--- src/rtl/debug_pkg.sv ---
// Shared types and ASCII constants for the debug frame streamer.
package debug_pkg;

    // Frame sequencer states: hex digits, channel separator, then CR/LF trailer.
    typedef enum logic [2:0] {
        IDLE = 3'd0,
        HEX  = 3'd1,
        SEP  = 3'd2,
        CR   = 3'd3,
        LF   = 3'd4
    } state_e;

    localparam logic [7:0] ASCII_CR  = 8'h0D;
    localparam logic [7:0] ASCII_LF  = 8'h0A;
    localparam logic [7:0] HEX_BASE  = 8'h30;  // '0'
    localparam logic [7:0] HEX_ALPHA = 8'h41;  // 'A'

endpackage

--- src/rtl/nibble_to_ascii.sv ---
// Combinational 4-bit value to uppercase ASCII hex character.
module nibble_to_ascii
    import debug_pkg::*;
(
    input  logic [3:0] nib_i,
    output logic [7:0] ascii_o
);

    // 0-9 from '0', 10-15 from 'A'.
    always_comb begin
        if (nib_i < 4'd10) ascii_o = HEX_BASE + {4'h0, nib_i};
        else               ascii_o = HEX_ALPHA + {4'h0, nib_i} - 8'd10;
    end

endmodule

--- src/rtl/debug_frame_streamer.sv ---
// Streams a snapshot of debug channel words as an ASCII hex line toward a UART.
module debug_frame_streamer
    import debug_pkg::*;
#(
    parameter int unsigned NUM_CH        = 4,
    parameter int unsigned BYTES_PER_CH  = 4,
    parameter int unsigned PERIOD_CYCLES = 12000000,
    parameter logic [7:0]  SEP_CHAR      = 8'h20
) (
    input  logic                               clk,
    input  logic                               reset_n,
    input  logic [NUM_CH*BYTES_PER_CH*8-1:0]   ch_data,
    input  logic [NUM_CH-1:0]                  ch_enable,
    input  logic                               mode,
    input  logic                               start,
    output logic [7:0]                         tx_data,
    output logic                               tx_valid,
    input  logic                               tx_ready,
    output logic                               busy,
    output logic                               frame_done,
    output logic                               dropped
);

    localparam int unsigned NIB   = 2 * BYTES_PER_CH;
    localparam int unsigned NIB_W = $clog2(NIB);
    localparam int unsigned CH_W  = (NUM_CH > 1) ? $clog2(NUM_CH) : 1;
    localparam int unsigned CNT_W = $clog2(PERIOD_CYCLES);
    localparam int unsigned DW    = NUM_CH * BYTES_PER_CH * 8;

    state_e             state_q, state_d;
    logic [DW-1:0]      data_q, data_d;
    logic [NUM_CH-1:0]  mask_q, mask_d;
    logic [CH_W-1:0]    ch_q, ch_d;
    logic [NIB_W-1:0]   nib_q, nib_d;
    logic [CNT_W-1:0]   per_q, per_d;
    logic               done_q, done_d;
    logic               drop_q, drop_d;

    logic               tick, req, active, xfer;
    logic [CH_W-1:0]    first_ch, next_ch;
    logic               has_next;
    logic [3:0]         nib_sel;
    logic [7:0]         hex_char;

    assign active = (state_q != IDLE);
    assign xfer   = active && tx_ready;

    // Period counter runs only in periodic mode and wraps on the tick.
    always_comb begin
        tick  = mode && (per_q == CNT_W'(PERIOD_CYCLES - 1));
        per_d = (!mode || tick) ? '0 : per_q + CNT_W'(1);
    end

    assign req = mode ? tick : start;

    // Lowest enabled channel of the live mask, and next enabled channel after ch_q in the snapshot.
    always_comb begin
        first_ch = '0;
        next_ch  = '0;
        has_next = 1'b0;
        for (int c = NUM_CH - 1; c >= 0; c--) begin
            if (ch_enable[c]) first_ch = CH_W'(c);
            if (mask_q[c] && (CH_W'(c) > ch_q)) begin
                next_ch  = CH_W'(c);
                has_next = 1'b1;
            end
        end
    end

    // Select the current nibble, most significant nibble of the channel first.
    always_comb begin
        nib_sel = 4'h0;
        for (int c = 0; c < NUM_CH; c++)
            for (int n = 0; n < NIB; n++)
                if (ch_q == CH_W'(c) && nib_q == NIB_W'(n))
                    nib_sel = data_q[(c*NIB + NIB - 1 - n)*4 +: 4];
    end

    nibble_to_ascii u_hex (
        .nib_i   (nib_sel),
        .ascii_o (hex_char)
    );

    // Next-state logic: snapshot on request in IDLE, advance only on a transfer.
    always_comb begin
        state_d = state_q;
        data_d  = data_q;
        mask_d  = mask_q;
        ch_d    = ch_q;
        nib_d   = nib_q;
        unique case (state_q)
            IDLE: if (req) begin
                data_d  = ch_data;
                mask_d  = ch_enable;
                ch_d    = first_ch;
                nib_d   = '0;
                state_d = (ch_enable == '0) ? CR : HEX;
            end
            HEX: if (tx_ready) begin
                if (nib_q == NIB_W'(NIB - 1)) begin
                    nib_d = '0;
                    if (has_next) begin
                        ch_d    = next_ch;
                        state_d = SEP;
                    end else begin
                        state_d = CR;
                    end
                end else begin
                    nib_d = nib_q + NIB_W'(1);
                end
            end
            SEP: if (tx_ready) state_d = HEX;
            CR:  if (tx_ready) state_d = LF;
            LF:  if (tx_ready) state_d = IDLE;
            default: state_d = IDLE;
        endcase
    end

    // Byte presented to the sink, held stable by the registered state while stalled.
    always_comb begin
        tx_data = 8'h00;
        unique case (state_q)
            HEX:     tx_data = hex_char;
            SEP:     tx_data = SEP_CHAR;
            CR:      tx_data = ASCII_CR;
            LF:      tx_data = ASCII_LF;
            default: tx_data = 8'h00;
        endcase
    end

    // Completion after LF is taken; requests seen while active (including the LF cycle) are lost.
    always_comb begin
        done_d = xfer && (state_q == LF);
        drop_d = req && active;
    end

    assign tx_valid   = active;
    assign busy       = active;
    assign frame_done = done_q;
    assign dropped    = drop_q;

    // State and snapshot registers, cleared asynchronously so reset aborts a frame at once.
    always_ff @(posedge clk or negedge reset_n) begin
        if (!reset_n) begin
            state_q <= IDLE;
            data_q  <= '0;
            mask_q  <= '0;
            ch_q    <= '0;
            nib_q   <= '0;
            per_q   <= '0;
            done_q  <= 1'b0;
            drop_q  <= 1'b0;
        end else begin
            state_q <= state_d;
            data_q  <= data_d;
            mask_q  <= mask_d;
            ch_q    <= ch_d;
            nib_q   <= nib_d;
            per_q   <= per_d;
            done_q  <= done_d;
            drop_q  <= drop_d;
        end
    end

endmodule

--- config.mk ---
export PLATFORM = sky130hd
export DESIGN_NAME = debug_frame_streamer
export DESIGN_NICKNAME = d
export VERILOG_FILES = /design/src/rtl/debug_pkg.sv /design/src/rtl/nibble_to_ascii.sv /design/src/rtl/debug_frame_streamer.sv
export SDC_FILE = /design/constraint.sdc
export NUM_CORES = 1
export LEC_CHECK = 0
export CORE_ASPECT_RATIO = 1.25
export CORE_MARGIN = 2
export CORE_UTILIZATION = 30
export DETAILED_ROUTE_END_ITERATION = 8
export PLACE_DENSITY = 0.52
export RECOVER_POWER = 25
export SLEW_MARGIN = 25
export SYNTH_ARGS = -nofsm -noshare
export SYNTH_HDL_FRONTEND = slang
export SYNTH_SLANG_ARGS = --single-unit
--- constraint.sdc ---
create_clock -name clk -period 10.73 [get_ports clk]
set_input_delay 2.146 -clock clk [delete_from_list [all_inputs] [get_ports clk]]
set_output_delay 2.146 -clock clk [all_outputs]
set_load 0.005 [all_outputs]
* Yosys cells after proc, flatten, opt, wreduce, memory -nomap -nowiden
Index checks and enable logic that the tools add are counted.
W data, S select, Z words.
** Cells by class
- $add $sub $neg :: 5
- Magnitude comparators :: 5
- Multiplexer cells :: 66
- Equality and inequality tests :: 22
- Reductions and logical operators :: 52
** Operator list (number)
- $mux W4 :: 32
- $logic_and A1 B1 Y1 :: 40
- $pmux W8 S4 :: 1
- $mux W3 :: 9
- $mux W2 :: 13
- $add A24 B1 Y24 const B :: 1
- $eq A24 B24 Y1 const B :: 1
- $mux W24 :: 1
- $eq A3 B3 Y1 const B :: 5
- $pmux W3 S5 :: 1
- $ne A2 B2 Y1 const B :: 7
- $eq A3 B2 Y1 const B :: 4
- $add A7 B4 Y8 const A :: 1
- $mux W8 :: 1
- $sub A8 B4 Y8 const B :: 1
- $add A6 B4 Y7 const A :: 1
- $eq A3 B1 Y1 const B :: 2
- $logic_not A3 Y1 :: 2
- $mux W1 :: 6
- $pmux W3 S2 :: 1
- $reduce_and A6 Y1 :: 1
- $reduce_and A5 Y1 :: 1
- $eq A2 B2 Y1 const B :: 2
- $gt A1 B2 Y1 const A :: 2
- 13 further kinds :: 14
** Storage, ports and cells
- Bits of input ports :: 137
- Output and inout port bits :: 12
- Register bits :: 166

* Longest topological paths before layout
Gate-level depths: netlist of the first run.
- Depth after elaboration :: 38
- Mapped depth :: 17

* Hierarchy
Synthesis of the first run repeated with hierarchy kept, for this count alone.
** Unflattened totals
- Cells, all modules :: 881
- Area, all modules :: 9085.0 sq um
** By module, submodules not included
- debug_frame_streamer :: cells an instance 865, area each 8978.6 sq um, times used 1
- nibble_to_ascii :: cells an instance 16, area each 106.4 sq um, times used 1

* Worst setup path after synthesis of the first run
OpenSTA, ideal clock, no wires.
- Kind :: flip-flop to output port
- From :: register nib_q[2]
- To :: output port tx_data[2]
- Slack :: 5.620 ns
- Arrival time :: 2.964 ns
- Data required time :: 8.584 ns
- Cell stages (with the launch flop) :: 16
- Cells stage by stage :: dfrtp_1 -> buf_2 -> inv_1 -> clkbuf_8 -> ha_1 -> clkbuf_8 -> clkbuf_1 -> a21oi_1 -> nor3_1 -> o2111ai_1 -> a311o_1 -> a22o_1 -> a2bb2oi_2 -> ha_1 -> nor4b_1 -> nor4_2
** Between the ends
- Longest elaborated chain between the ends :: 38
- Elaborated cells between the ends (all ways) :: 78
** RTL lines
- start, declared :: line debug_frame_streamer.sv:34 : logic [NIB_W-1:0] nib_q, nib_d;
- start signal, assigned :: line debug_frame_streamer.sv:158 : nib_q <= nib_d;
- $logic_not A3 Y1 :: line debug_frame_streamer.sv:75 : if (ch_q == CH_W'(c) && nib_q == NIB_W'(n))
- $logic_and A1 B1 Y1 :: line debug_frame_streamer.sv:75
- $mux W4 (31 in a row) :: line debug_frame_streamer.sv:75
- $mux W4 * :: line debug_frame_streamer.sv:75
- $add A7 B4 Y8 :: line nibble_to_ascii.sv:12 : else ascii_o = HEX_ALPHA + {4'h0, nib_i} - 8'd10;
- $sub A8 B4 Y8 :: line nibble_to_ascii.sv:12
- $mux W8 * :: line nibble_to_ascii.sv:11 : if (nib_i < 4'd10) ascii_o = HEX_BASE + {4'h0, nib_i};
- $pmux W8 S4 * :: line debug_frame_streamer.sv:122 : unique case (state_q)
- end, declared :: line debug_frame_streamer.sv:16 : output logic [7:0] tx_data,
Every way passes the cells marked *; elsewhere a longest branch is shown, timed or not.

==> metrics.csv, run 1 <==
stage,metric,value,unit
status,status,"finished, violations left",
status,violations,"max-capacitance violations, max-slew violations",
timing,fin_crit_sh,66.2,%
routing,drcViolationCount,0,
floorplanning,start_util,30.4,%
synthesis,synthCells,865,
floorplanning,rows,71,
clocking,cts_resized,0,
clocking,tritoncts,built,
power_and_ir_drop,pwr_density_cell,274,nW/µm²
routing,post_drt_wl_per_cell,19.9,µm
synthesis,synth_warnings,0,
timing,setup_viol,0,
clocking,clk_path_buf_depth,2,
clocking,holdBufCountCts,0,
timing,tightest_slew,5.75,ns
power_and_ir_drop,peakVddDrop,0.172,mV
synthesis,synth-xor-area-share,2.21,%
timing,slew_headroom,-283,%
setup_path,arrival,6.24,ns
layout,fin_area,11300,µm²
synthesis,synth_top_area_share,45.2,%
synthesis,synth_nets,1010,
floorplanning,die-area,31800,µm²
timing,skew,0.0136,ns
setup_path,required,9.86,ns
routing,viasPerCell,5.17,
synthesis,synth_edf_count,0,
clocking,htree_levels,4,
synthesis,netlist_area,9130,µm²
synthesis,yosys.area_share.simple,15.8,%
synthesis,async_reset_ff_share,100,%
timing,hold_violations,0,
routing,wl,27700,µm
layout,diodes,0,
clocking,clock_latency,0.43,ns
synthesis,synthAdderAreaFrac,1.10,%
layout,fillCellCount,3029,
synthesis,synth.largest_area_cell,dfrtp_1,
layout,final_common_cell,dfrtp_1,
setup_path,path_buf_inv,1,
setup_path,critical_path_class,in -> async,
synthesis,synth_compound_area_share,14.8,%
layout,nNetsFinal,1124,
synthesis,syn_area_per_cell,10.6,µm²
timing,rsz0062_at_grt,no,
timing,slew_violations,107,
routing,vias,7198,
global_routing,grt_max_degree,107,
placement,gp_congestion,0.908,
floorplanning,die_x,160,µm
global_routing,grtUsageTotal,17.5,%
timing,clock.fmax,141,MHz
floorplanning,fp.coreArea,30000,µm²
global_routing,antenna_found_initial,0,
setup_path,critical-path-slowest-cell,clkbuf_1,
power_and_ir_drop,power.leakage,0.00442,µW
timing,fin_crit,7.11,ns
synthesis,synth-seq-cells,165,
hold_path,holdCritPathClass,reg -> reg,
setup_path,cp_top_family,buffers and inverters,
clocking,post-cts-setup-buffers,0,
floorplanning,ios,149,
setup_path,cp_cell_sequence,clkbuf_1,
synthesis,seq_area_frac_synth,45.2,%
setup_path,critPathMaxStageDelay,3.91,ns
layout,final_layout_size_suffix_gt1_share,18.8,%
layout,syn2layout_area_growth,24.3,%
clocking,cts_buffers,17,
setup_path,end_kind,asynchronous set/reset pin,
clocking,cts.sinks,165,
setup_path,worst-path-max-fanout,106,
layout,final_cell_mix,"165 x dfrtp_1, 144 x clkdlybuf4s50_1, 118 x mux2_2",
global_routing,grt_pass1_vias,7224,
floorplanning,die_h,199,µm
routing,first_pass_iters,5,
synthesis,synth_cell_types,94,
synthesis,synth_top_family_by_area,simple AND/OR/NAND/NOR gates,
clocking,cts.clk_slew.worst_paths,0.06,ns
clocking,cts_root_buf,clkbuf_16,
synthesis,synth_flop_cell,dfrtp_1,
job,drv_cap,1,
setup_path,startpoint_type,input pin,
synthesis,synth.area.mux_share,14.9,%
global_routing,overflow,0,
synthesis,synth.area.top_cells,"dfrtp_1 45%, mux2_2 15%, nor2_1 2.8%, a21oi_1 2.6%, nand2_1 2.2%",
routing,drtIter0Drc,569,
timing,tns,0,ns
placement,dp_hpwl,19900,µm
placement,placed_cell_area,10800,µm²
global_routing,grt_pass1_wl,42500,µm
routing,drtAntennaViolNets,0,
placement,port_buffers,147,
-- synthesized netlist by cell type, types with 7 or more instances --
library cell,number
and3_1,11
buf_2,30
buf_4,9
clkbuf_1,10
nand4_1,7
a31oi_1,9
a21oi_1,47
xor2_1,13
nor2_1,67
o211ai_1,13
inv_1,28
o21ai_0,38
nor3_1,17
mux2_2,118
clkbuf_8,7
nand3_1,22
o22ai_1,8
buf_6,7
or3_1,7
ha_1,8
dfrtp_1,165
nor2b_1,16
nor3b_1,11
xnor2_1,10
nand2b_1,8
nand2_1,53
-- cell type report --
type | count | area [µm²] | area share, %
inverters | 28 | 105 | 0.927
repair buffers | 158 | 1550 | 13.6
flip-flops and latches | 165 | 4130 | 36.4
clock buffers | 22 | 474 | 4.18
clock inverters | 10 | 121 | 1.07
multi-input cells | 609 | 4460 | 39.3
well taps | 401 | 502 | 4.42
-- registers in the layout, summed over array words and instances (netlist names) --
name	cells
dropped	1
ch_q	2
mask_q	3
frame_done	1
state_q	3
per_q	24
data_q	128
nib_q	3
-- power by group --
group          internal [µW]  switching [µW]
clock                    363             262
sequential               892             227
combinational            646             714
total                   1900            1200
-- logic make-up (layout without fill, tap and decap cells) --
kind of cell    count (synthesis)  count (layout)
simple gates                  266             266
mux                           121             121
flops                         165             165
xor+xnor                       23              23
fa+ha+maj                       8               8
compound gates                190             190
buf+inv                        91             218
other cells                     1               1
-- metal layers --
| layer | global-route usage [%] | share of wire [%] | vias up |
|---|---|---|---|
| met5 | 0 | 0 | - |
| met4 | 5.24 | 1.6 | 0 |
| met3 | 2.88 | 4.4 | 23 |
| met2 | 29.9 | 50 | 211 |
| met1 | 22.7 | 44 | 3565 |
| li1 | - | - | 3399 |
-- metrics by stage --
step                util [%]  std cells  setup slack, ns  power [µW]  hold WS (ns)
detailed placement      35.8       1361             4.51        2480         0.492
finish                  37.8       1393             3.62        3100         0.500
floorplan                  -        865             5.62        2060         0.458
CTS                     37.8       1393             4.01        3120         0.507
global placement        35.8       1361             4.57        2470         0.489
global route            37.8       1393             2.29        3300         0.531
-- worst paths after layout --
| path | from | to | slack [ns] | depth (start not counted) |
|---|---|---|---|---|
| max in group clk | nib_q[2] | tx_data[2] | 3.99 | 13 |
| worst min register to register | data_q[65] | data_q[65] | 0.50 | 1 |
| worst min-delay path | data_q[65] | data_q[65] | 0.50 | 1 |
| worst max register to register | per_q[13] | data_q[82] | 6.11 | 8 |
| min in group asynchronous | reset_n | per_q[2] | 3.81 | 1 |
| worst max-delay path | reset_n | data_q[47] | 3.62 | 1 |
Power figures use the tool's default switching activity.
==> run 2, diff against run 1 <==
Clock period 10.73 ns to 6.6 ns, I/O delays scaled along.
==> run 2 against run 1 <==
Compared with the run above:
- the flow still finishes with violations (max-capacitance violations, max-slew violations)
- routed wire length about the same
- critical endpoint is now tx_data[4]
- setup slack got worse by 3.0 ns
- sequential power increased by 66%
==> metrics.csv, run 2 (same netlist as run 1, synthesis figures left out) <==
stage,metric,value,unit,change
power_and_ir_drop,seqPwrFrac,36.8,%,+0.8 points
layout,final_common_cell,dfrtp_1,,
global_routing,grt_max_degree,145,,+36%
setup_path,arrival,4.69,ns,-1.55 ns
setup_path,end_kind,primary output,,
layout,final_layout_size_suffix_gt1_share,18.8,%,unchanged
timing,rsz0062_at_grt,no,,
timing,slew_headroom,-197,%,+86 points
global_routing,use_met2,28.6,%,-1.3 points
routing,drtAntennaViolNets,0,,unchanged
clocking,cts.clk_slew.worst_paths,0.07,ns,about the same
timing,fin_crit_sh,91.0,%,
global_routing,grtUsageTotal,17.5,%,+0.064 points
timing,clock.fmax,166,MHz,
power_and_ir_drop,p_total,5070,µW,+63%
placement,dp_hpwl,20100,µm,+1.4%
setup_path,startpoint_type,flip-flop,,
layout,top_regs,"data_q (128), per_q (24)",,
clocking,htree_levels,4,,unchanged
setup_path,required,5.28,ns,-4.58 ns
routing,post_drt_wl_per_cell,19.9,µm,about the same
layout,nNetsFinal,1127,,+0.27%
layout,syn2layout_area_growth,24.4,%,
global_routing,top_usage_layer,met2,,
timing,tightest_slew,4.45,ns,-1.30 ns
power_and_ir_drop,clock_power_share,20.1,%,about the same
layout,diodes,0,,unchanged
global_routing,grt_pass1_wl,42700,µm,+0.44%
routing,viasPerCell,5.23,,+1.3%
floorplanning,start_util,30.4,%,unchanged
clocking,post-cts-setup-buffers,0,,unchanged
placement,place_ws,1.07,ns,-3.43 ns
routing,drtIter0Drc,669,,+18%
clocking,holdBufCountCts,0,,unchanged
timing,setup_viol,0,,unchanged
power_and_ir_drop,p_int,3120,µW,+64%
floorplanning,rows,71,,unchanged
layout,final_cell_mix,"165 x dfrtp_1, 144 x clkdlybuf4s50_1, 118 x mux2_2",,
floorplanning,die_x,160,µm,unchanged
layout,largest_register_ffs,128,,unchanged
timing,whs,0.509,ns,+0.00908 ns
timing,hold_violations,0,,unchanged
routing,first_pass_iters,5,,unchanged
status,status,"finished, violations left",,
status,violations,"max-capacitance violations, max-slew violations",,
setup_path,worst-path-max-fanout,25,,-76%
layout,fin_util,37.8,%,+0.054 points
floorplanning,die-area,31800,µm²,unchanged
routing,wl,27700,µm,about the same
global_routing,antenna_found_initial,0,,unchanged
layout,top_register,data_q,,
global_routing,overflow,0,,unchanged
routing,vias,7291,,+1.3%
power_and_ir_drop,pwr_density_cell,446,nW/µm²,+63%
timing,skew,0.0160,ns,+0.00245 ns
timing,tns,0,ns,unchanged
power_and_ir_drop,power.leakage,0.00443,µW,+0.15%
hold_path,holdCritPathClass,reg -> reg,,
job,drv_cap,1,,unchanged
timing,fin_crit,6.01,ns,
setup_path,critical_path_class,reg -> out,,
power_and_ir_drop,switching_share,38.5,%,-0.30 points
clocking,cts_resized,0,,unchanged
clocking,tritoncts,built,,
placement,port_buffers,147,,unchanged
timing,timing.final.ws_setup,0.592,ns,-3.03 ns
global_routing,grt_util_met1,22.5,%,-0.17 points
global_routing,grt_use_met3,3.36,%,+0.48 points
floorplanning,ios,149,,unchanged
timing,slew_violations,80,,-25%
clocking,clk_path_buf_depth,2,,unchanged
clocking,cts_root_buf,clkbuf_16,,
floorplanning,die_h,199,µm,unchanged
clocking,clock_latency,0.44,ns,about the same
clocking,cts_buffers,17,,unchanged
routing,drcViolationCount,0,,unchanged
clocking,cts.sinks,165,,unchanged
global_routing,grt_pass1_vias,7247,,+0.32%
power_and_ir_drop,peakVddDrop,0.250,mV,+46%
placement,gp_congestion,0.893,,-1.6%
power_and_ir_drop,p_switching,1950,µW,+62%
power_and_ir_drop,p_comb_share,43.1,%,-0.7 points
floorplanning,fp.coreArea,30000,µm²,unchanged
-- run 2: stage by stage --
stage               cells  cell area [µm²]
finish               1393            11400
global route         1393            11400
CTS                  1393            11400
detailed placement   1364            10800
global placement     1364            10800
floorplan             865             9130
-- run 2: final timing paths --
| check | slack [ns] | cells past startpoint | end | from |
|---|---|---|---|---|
| max | 0.59 | 15 | tx_data[4] | nib_q[1] |
| min | 0.51 | 1 | data_q[121] | data_q[121] |
| max reg2reg | 2.78 | 7 | data_q[86] | per_q[13] |
| min reg2reg | 0.51 | 1 | data_q[121] | data_q[121] |
| max in group asynchronous | 1.39 | 2 | data_q[104] | reset_n |
| min in group asynchronous | 2.46 | 1 | frame_done | reset_n |
-- run 2: area by class of cell --
cell class,count,area [µm²]
clock buffers,20,447
flip-flops and latches,165,4130
fillers,3094,18700
inverters,28,105
well taps,401,502
clock inverters,9,131
multi-input cells,609,4460
repair buffers,161,1580
-- run 2: power groups by stage --
stage          Sequential (µW)  Combinational (µW)  Clock [µW]
2_1_floorplan             1640                1710           0
3_3_place_gp              1880                2150           0
3_5_place_dp              1890                2170           0
4_1_cts                   1870                2180        1050
5_1_grt                   1920                2390        1090
6_report                  1860                2180        1020
-- run 2: critical path: stages (launching register included) --
cell,delay [ns]
dfrtp_1,0.41
inv_1,0.10
ha_1,0.73
buf_4,0.31
nor2b_1,0.30
o211ai_4,0.10
a221o_1,0.31
a311o_1,0.37
a211oi_2,0.24
a21oi_2,0.14
inv_1,0.12
ha_1,0.18
nor2_1,0.05
o21ai_0,0.20
and2_1,0.16
clkdlybuf4s50_1,0.51
-- run 2: layer usage --
layer | vias to the layer above | part of all wire [%] | wire, µm
li1 | 3402 | - | -
met1 | 3586 | 43 | 12000
met2 | 253 | 48 | 13300
met3 | 50 | 5.0 | 1370
met4 | 0 | 3.6 | 985
met5 | - | 0 | 0
==> run 3, diff against run 2 <==
Settings changed: ABC_CLOCK_PERIOD_IN_PS set to 6600.
==> results of run 3 <==
The final DEF is identical to that of run 2; final timing and power are the same.
